[src/rtl/spi_sensor_scheduler.sv]
// spi_sensor_scheduler
// Round-robin scheduler sharing one read-only 3-wire SPI bus (scl/sdo)
// between N_DEV sensors, each with its own active-low chip select.
// One 16-bit MSB-first frame is read per grant. The word is returned with
// the device index, then cs_n is held all-high for a quiet gap.
// Optional build macro: ALS_EXTRACT_EN. When it is defined, data_out
// carries the PmodALS 8-bit light value {8'h00, frame[12:5]} instead of the
// raw frame.
module spi_sensor_scheduler #(
    parameter int N_DEV      = 2,
    parameter int CLK_DIV    = 50,
    parameter int GAP_CYCLES = 1600
) (
    input  logic             clk,
    input  logic             rst,
    input  logic [N_DEV-1:0] req,
    input  logic             sdo,
    output logic             scl,
    output logic [N_DEV-1:0] cs_n,
    output logic [N_DEV-1:0] ack,
    output logic [15:0]      data_out,
    output logic [2:0]       data_dev,
    output logic             data_valid,
    output logic             busy
);

    localparam int DIV_W = $clog2(CLK_DIV);
    localparam int GAP_W = (GAP_CYCLES > 1) ? $clog2(GAP_CYCLES) : 1;
    localparam int CNT_W = (DIV_W > GAP_W) ? DIV_W : GAP_W;
    localparam int PTR_W = (N_DEV > 1) ? $clog2(N_DEV) : 1;
    localparam logic [CNT_W-1:0] DIV_LAST = CNT_W'(CLK_DIV - 1);
    localparam logic [CNT_W-1:0] GAP_LAST = CNT_W'(GAP_CYCLES - 1);
    localparam logic [PTR_W-1:0] PTR_LAST = PTR_W'(N_DEV - 1);

    typedef enum logic [2:0] {
        ST_IDLE  = 3'd0,
        ST_SETUP = 3'd1,
        ST_SHIFT = 3'd2,
        ST_HOLD  = 3'd3,
        ST_GAP   = 3'd4
    } state_t;

    state_t           state_r, state_nxt_s;
    logic [CNT_W-1:0] cnt_r, cnt_nxt_s;
    logic [4:0]       bit_r, bit_nxt_s;
    logic [15:0]      shift_r, shift_nxt_s;
    logic [PTR_W-1:0] rr_r, rr_nxt_s;
    logic [PTR_W-1:0] grant_r, grant_nxt_s;
    logic [PTR_W-1:0] pick_s;
    logic             scl_r, scl_nxt_s;
    logic [N_DEV-1:0] cs_n_r, cs_n_nxt_s;
    logic [N_DEV-1:0] ack_r, ack_nxt_s;
    logic [15:0]      data_out_r, data_out_nxt_s;
    logic [2:0]       data_dev_r, data_dev_nxt_s;
    logic             valid_r, valid_nxt_s;
    logic             busy_r;
    logic [15:0]      word_s;

    // First requester at or after the pointer, wrapping; lowest offset wins.
    function automatic logic [PTR_W-1:0] rr_pick(input logic [N_DEV-1:0] r,
                                                 input logic [PTR_W-1:0] ptr);
        logic [PTR_W-1:0] pick;
        int idx;
        pick = ptr;
        for (int k = N_DEV - 1; k >= 0; k--) begin
            idx = (int'(ptr) + k) % N_DEV;
            if (r[idx]) begin
                pick = PTR_W'(idx);
            end else begin
                pick = pick;
            end
        end
        return pick;
    endfunction

    assign pick_s = rr_pick(req, rr_r);

`ifdef ALS_EXTRACT_EN
    assign word_s = {8'h00, shift_r[12:5]};
`else
    assign word_s = shift_r;
`endif

    // Next-state and next-output decode for the frame sequencer.
    always_comb begin
        state_nxt_s    = state_r;
        cnt_nxt_s      = cnt_r;
        bit_nxt_s      = bit_r;
        shift_nxt_s    = shift_r;
        rr_nxt_s       = rr_r;
        grant_nxt_s    = grant_r;
        scl_nxt_s      = scl_r;
        cs_n_nxt_s     = cs_n_r;
        ack_nxt_s      = '0;
        valid_nxt_s    = 1'b0;
        data_out_nxt_s = data_out_r;
        data_dev_nxt_s = data_dev_r;
        case (state_r)
            ST_IDLE: begin
                if (|req) begin
                    grant_nxt_s = pick_s;
                    cs_n_nxt_s  = ~(N_DEV'(1) << pick_s);
                    cnt_nxt_s   = '0;
                    bit_nxt_s   = 5'd0;
                    shift_nxt_s = 16'h0000;
                    state_nxt_s = ST_SETUP;
                end else begin
                    cnt_nxt_s = '0;
                end
            end
            ST_SETUP: begin
                if (cnt_r == DIV_LAST) begin
                    cnt_nxt_s   = '0;
                    scl_nxt_s   = 1'b0;
                    state_nxt_s = ST_SHIFT;
                end else begin
                    cnt_nxt_s = cnt_r + 1'b1;
                end
            end
            ST_SHIFT: begin
                if (cnt_r == DIV_LAST) begin
                    cnt_nxt_s = '0;
                    if (!scl_r) begin
                        // Rising scl: sample the bit the device set up on the fall.
                        scl_nxt_s   = 1'b1;
                        shift_nxt_s = {shift_r[14:0], sdo};
                        bit_nxt_s   = bit_r + 5'd1;
                    end else if (bit_r == 5'd16) begin
                        // Last high half-period done; keep scl high into HOLD.
                        state_nxt_s = ST_HOLD;
                    end else begin
                        scl_nxt_s = 1'b0;
                    end
                end else begin
                    cnt_nxt_s = cnt_r + 1'b1;
                end
            end
            ST_HOLD: begin
                if (cnt_r == DIV_LAST) begin
                    cnt_nxt_s      = '0;
                    cs_n_nxt_s     = '1;
                    data_out_nxt_s = word_s;
                    data_dev_nxt_s = 3'(grant_r);
                    valid_nxt_s    = 1'b1;
                    ack_nxt_s      = N_DEV'(1) << grant_r;
                    rr_nxt_s       = (grant_r == PTR_LAST) ? '0 : grant_r + PTR_W'(1);
                    state_nxt_s    = ST_GAP;
                end else begin
                    cnt_nxt_s = cnt_r + 1'b1;
                end
            end
            ST_GAP: begin
                if (cnt_r == GAP_LAST) begin
                    cnt_nxt_s   = '0;
                    state_nxt_s = ST_IDLE;
                end else begin
                    cnt_nxt_s = cnt_r + 1'b1;
                end
            end
            default: begin
                cnt_nxt_s   = '0;
                scl_nxt_s   = 1'b1;
                cs_n_nxt_s  = '1;
                state_nxt_s = ST_IDLE;
            end
        endcase
    end

    // State, counters and registered outputs; reset aborts any frame at once.
    always_ff @(posedge clk or negedge rst) begin
        if (!rst) begin
            state_r    <= ST_IDLE;
            cnt_r      <= '0;
            bit_r      <= 5'd0;
            shift_r    <= 16'h0000;
            rr_r       <= '0;
            grant_r    <= '0;
            scl_r      <= 1'b1;
            cs_n_r     <= '1;
            ack_r      <= '0;
            data_out_r <= 16'h0000;
            data_dev_r <= 3'd0;
            valid_r    <= 1'b0;
            busy_r     <= 1'b0;
        end else begin
            state_r    <= state_nxt_s;
            cnt_r      <= cnt_nxt_s;
            bit_r      <= bit_nxt_s;
            shift_r    <= shift_nxt_s;
            rr_r       <= rr_nxt_s;
            grant_r    <= grant_nxt_s;
            scl_r      <= scl_nxt_s;
            cs_n_r     <= cs_n_nxt_s;
            ack_r      <= ack_nxt_s;
            data_out_r <= data_out_nxt_s;
            data_dev_r <= data_dev_nxt_s;
            valid_r    <= valid_nxt_s;
            busy_r     <= (state_nxt_s != ST_IDLE);
        end
    end

    assign scl        = scl_r;
    assign cs_n       = cs_n_r;
    assign ack        = ack_r;
    assign data_out   = data_out_r;
    assign data_dev   = data_dev_r;
    assign data_valid = valid_r;
    assign busy       = busy_r;

endmodule
[config.mk]
export PLATFORM = sky130hd
export DESIGN_NAME = spi_sensor_scheduler
export DESIGN_NICKNAME = d
export VERILOG_FILES = /design/src/rtl/spi_sensor_scheduler.sv
export SDC_FILE = /design/constraint.sdc
export NUM_CORES = 1
export LEC_CHECK = 0
export ABC_AREA = 1
export CAP_MARGIN = 20
export CORE_MARGIN = 5
export CORE_UTILIZATION = 51
export DETAILED_ROUTE_END_ITERATION = 8
export MAX_ROUTING_LAYER = met4
export PLACE_DENSITY_LB_ADDON = 0.2
export SYNTH_ARGS = -nofsm -noshare
export SYNTH_HDL_FRONTEND = slang
export SYNTH_SLANG_ARGS = --single-unit
[constraint.sdc]
create_clock -name clk -period 1.6 [get_ports clk]
set_clock_uncertainty 0.15 [all_clocks]
set_input_delay 0.16 -clock clk [delete_from_list [all_inputs] [get_ports clk]]
set_output_delay 0.16 -clock clk [all_outputs]
set_load 0.01 [all_outputs]
==> flow_metrics.env <==
export IMPL_min_period_over_period=1.03
export IMPL_drc_errors=0
export IMPL_synth_top_area_share=0.496
export IMPL_ys_async_sr_fraction=1.00
export IMPL_yosysWarnings=0
export IMPL_syn_area_sq_um=2930
export IMPL_drtPass1Iterations=4
export IMPL_grt_max_degree=32
export IMPL_hold_path_class="in -> async"
export IMPL_synth_cell_types=28
export IMPL_dp_cells=480
export IMPL_crit_fanout=11
export IMPL_timing_final_ws_setup_ns=-0.0539
export IMPL_cts_buffers_inserted=9
export IMPL_place_hpwl_mm=4.10
export IMPL_clock_latency_ns=0.33
export IMPL_cp_start_kind="flip-flop"
export IMPL_final_layout_size_suffix_gt1_frac=0.233
export IMPL_htree_num_levels=3
export IMPL_fmax_mhz=605
export IMPL_wirelength_mm=6.36
export IMPL_start_util=0.529
export IMPL_clock_path_buffers=2
export IMPL_portBuffers=28
export IMPL_tightestPinTransition_ns=0.503
export IMPL_cts_root_buf="clkbuf_8"
export IMPL_peakVddDrop_mv=0.845
export IMPL_grt_pass1_vias=2378
export IMPL_n_antenna_cell=0
export IMPL_fin_cells=505
export IMPL_die_y_um=85.8
export IMPL_die_w_um=85.8
export IMPL_power_density_nw_per_um2=792
export IMPL_tritoncts="built"
export IMPL_synthFlopType="dfrtp_1"
export IMPL_finalHoldViolCount=0
export IMPL_fin_crit_ns=1.65
export IMPL_dieArea_sq_um=7360
export IMPL_worst_hold_slack_ns=0.176
export IMPL_p_leak_nw=1.96
export IMPL_status="finished, violations left"
export IMPL_ys_seq_area_frac=0.522
export IMPL_vias=2501
export IMPL_grt_pass1_wl_mm=10.7
export IMPL_drt_iter0_drc=164
export IMPL_syn_area_per_cell_sq_um=8.14
export IMPL_yosysTopAreaCell="dfrtp_1"
export IMPL_slew_headroom=0.664
export IMPL_setup_violations=22
export IMPL_violations="setup timing"
export IMPL_path_clk_slew_ns=0.07
export IMPL_crit_required_ns=1.67
export IMPL_max_cap_violations=0
export IMPL_gr_usage_all_layers=0.189
export IMPL_overflow=0
export IMPL_synth_edf_count=0
export IMPL_synth_area_leaders="dfrtp_1 (50%), nand2_1 (12%), nor2_1 (6.7%), nand3_1 (6.2%), inv_1 (5.6%)"
export IMPL_worstPathArrival_ns=1.73
export IMPL_io_pins=31
export IMPL_rsz0062_at_grt="yes"
export IMPL_ant_nets=0
export IMPL_std_cell_rows=27
export IMPL_wl_per_cell_um=12.6
export IMPL_core_sq_um=5540
export IMPL_cp_end_kind="flip-flop"
export IMPL_netlist_instances=360
export IMPL_finalNetCount=437
export IMPL_antenna_found_initial=0
export IMPL_place_congestion=0.866
export IMPL_path_class="reg -> reg"
export IMPL_area_delta_synth_final_pct=35.9
export IMPL_synth_seq_cells=61
export IMPL_drv_slew=0
export IMPL_clkSinkCount=61
export IMPL_vias_per_cell=4.95
-- synthesized netlist by cell type (2+ instances only) --
master / number
nand2_1: 94
dfrtp_1: 58
nor2_1: 52
inv_1: 44
nand3_1: 36
o21ai_1: 16
a21oi_1: 6
o21ai_0: 6
buf_2: 5
xor2_1: 5
buf_6: 4
ha_1: 4
inv_2: 4
dfstp_2: 3
nor3_1: 3
buf_4: 2
clkbuf_1: 2
nand2_2: 2
nand2_4: 2
nand4_1: 2
nor2_4: 2
xnor2_1: 2
-- cells by family (layout without fill, tap and decap cells) --
kind of cell	Yosys count	after routing	share of synthesized area
XOR/XNOR	7	7	0.0209
adder cells (fa/ha/maj)	4	4	0.0171
AND/OR/NAND/NOR	195	197	0.286
other	1	2	0.00128
AO/OA/AOI/OAI	31	31	0.0594
flip-flops	61	61	0.522
buffers and inverters	61	131	0.0931
-- layer usage --
layer / up-vias / global-route usage / routed length (um)
met2: 60 / 0.285 / 3080
met4: 0 / 0.102 / 121
met3: 14 / 0.0432 / 323
met5: - / - / 0
met1: 1178 / 0.235 / 2830
li1: 1249 / - / -
-- final cells by class --
cell class	instances	area (sq um)
fillers	409	1560
multi-input cells	241	1280
well taps	72	90.1
inverters	48	185
clock inverters	4	70.1
repair buffers	67	666
flip-flops and latches	61	1530
clock buffers	12	155
-- stage by stage --
step | setup WS [ns] | area (sq um) | TNS, ns | utilization | total power [mW]
after floorplan | 0.0203 | 2930 | 0 | - | 1.58
after CTS | -0.0171 | 3810 | -0.189 | 0.687 | 3.17
after detailed placement | -0.0289 | 3510 | -0.391 | 0.633 | 1.63
after global routing | -0.154 | 3980 | -3.42 | 0.719 | 3.26
after global placement | 0.00294 | 3510 | 0 | 0.633 | 1.63
final | -0.0539 | 3980 | -0.832 | 0.719 | 3.15
-- where the power goes --
part	total [mW]	switching (mW)	internal, mW
combinational	0.0602	0.0385	0.0217
sequential	1.54	0	1.54
clock	1.55	0.592	0.958
-- what timing repair did --
| item | 4_1_cts | 5_1_grt |
|---|---|---|
| gates cloned | 2 | 1 |
| buffers inserted | 1 | 4 |
| hold buffers | 1 | 0 |
| gates resized for setup | 11 | 39 |
| setup endpoints to repair | 27 | 57 |
| hold endpoints to repair | 21 | 0 |
| pin swaps | 0 | 6 |
-- registers in the layout (all words and copies together), names as in the netlist, 2 cells and up --
register  count
data_out     16
shift_r      16
cnt_r        11
bit_r         5
state_r       3
ack           2
cs_n          2
-- final timing paths --
check / from / endpoint / slack [ns] / depth (start not counted)
worst max-delay path: cnt_r[1]$_DFF_PN0_ / shift_r[14]$_DFFE_PN0P_ / -0.05 / 10
worst min-delay path: rst / data_out[15]$_DFFE_PN0P_ / 0.18 / 2
worst max register to register: cnt_r[1]$_DFF_PN0_ / shift_r[14]$_DFFE_PN0P_ / -0.05 / 10
worst min register to register: grant_r$_DFFE_PN0P_ / ack[0]$_DFF_PN0_ / 0.30 / 1
max in group asynchronous: rst / scl$_DFFE_PN1P_ / 0.59 / 3
min in group clk: grant_r$_DFFE_PN0P_ / ack[0]$_DFF_PN0_ / 0.30 / 1
-- worst max-delay path, stage by stage, from the launching register on --
cell and delay (ns):
dfrtp_1 0.37, inv_1 0.06, ha_2 0.16, nand2_2 0.07, nor2_4 0.13, nand2_4 0.08, o21bai_4 0.14, buf_12 0.17
nand2_8 0.09, nand2_1 0.07, nand2_1 0.05
-- placed cells by master, fill, tap and decap left out, types with 3 or more instances in the layout --
cell | netlist | routed
a21oi_1 | 6 | 5
buf_12 | 0 | 6
buf_4 | 2 | 29
clkbuf_8 | 0 | 11
clkdlybuf4s50_1 | 0 | 22
dfrtp_1 | 58 | 58
dfstp_2 | 3 | 3
dlygate4sd2_1 | 0 | 3
inv_1 | 44 | 42
inv_2 | 4 | 4
nand2_1 | 94 | 85
nand2_2 | 2 | 11
nand2_8 | 0 | 3
nand3_1 | 36 | 29
nand3_2 | 0 | 6
nor2_1 | 52 | 46
nor2_2 | 1 | 5
nor2_4 | 2 | 4
nor3_1 | 3 | 3
o21ai_0 | 6 | 5
o21ai_1 | 16 | 15
xor2_1 | 5 | 5
Power figures use the tool's default switching activity.
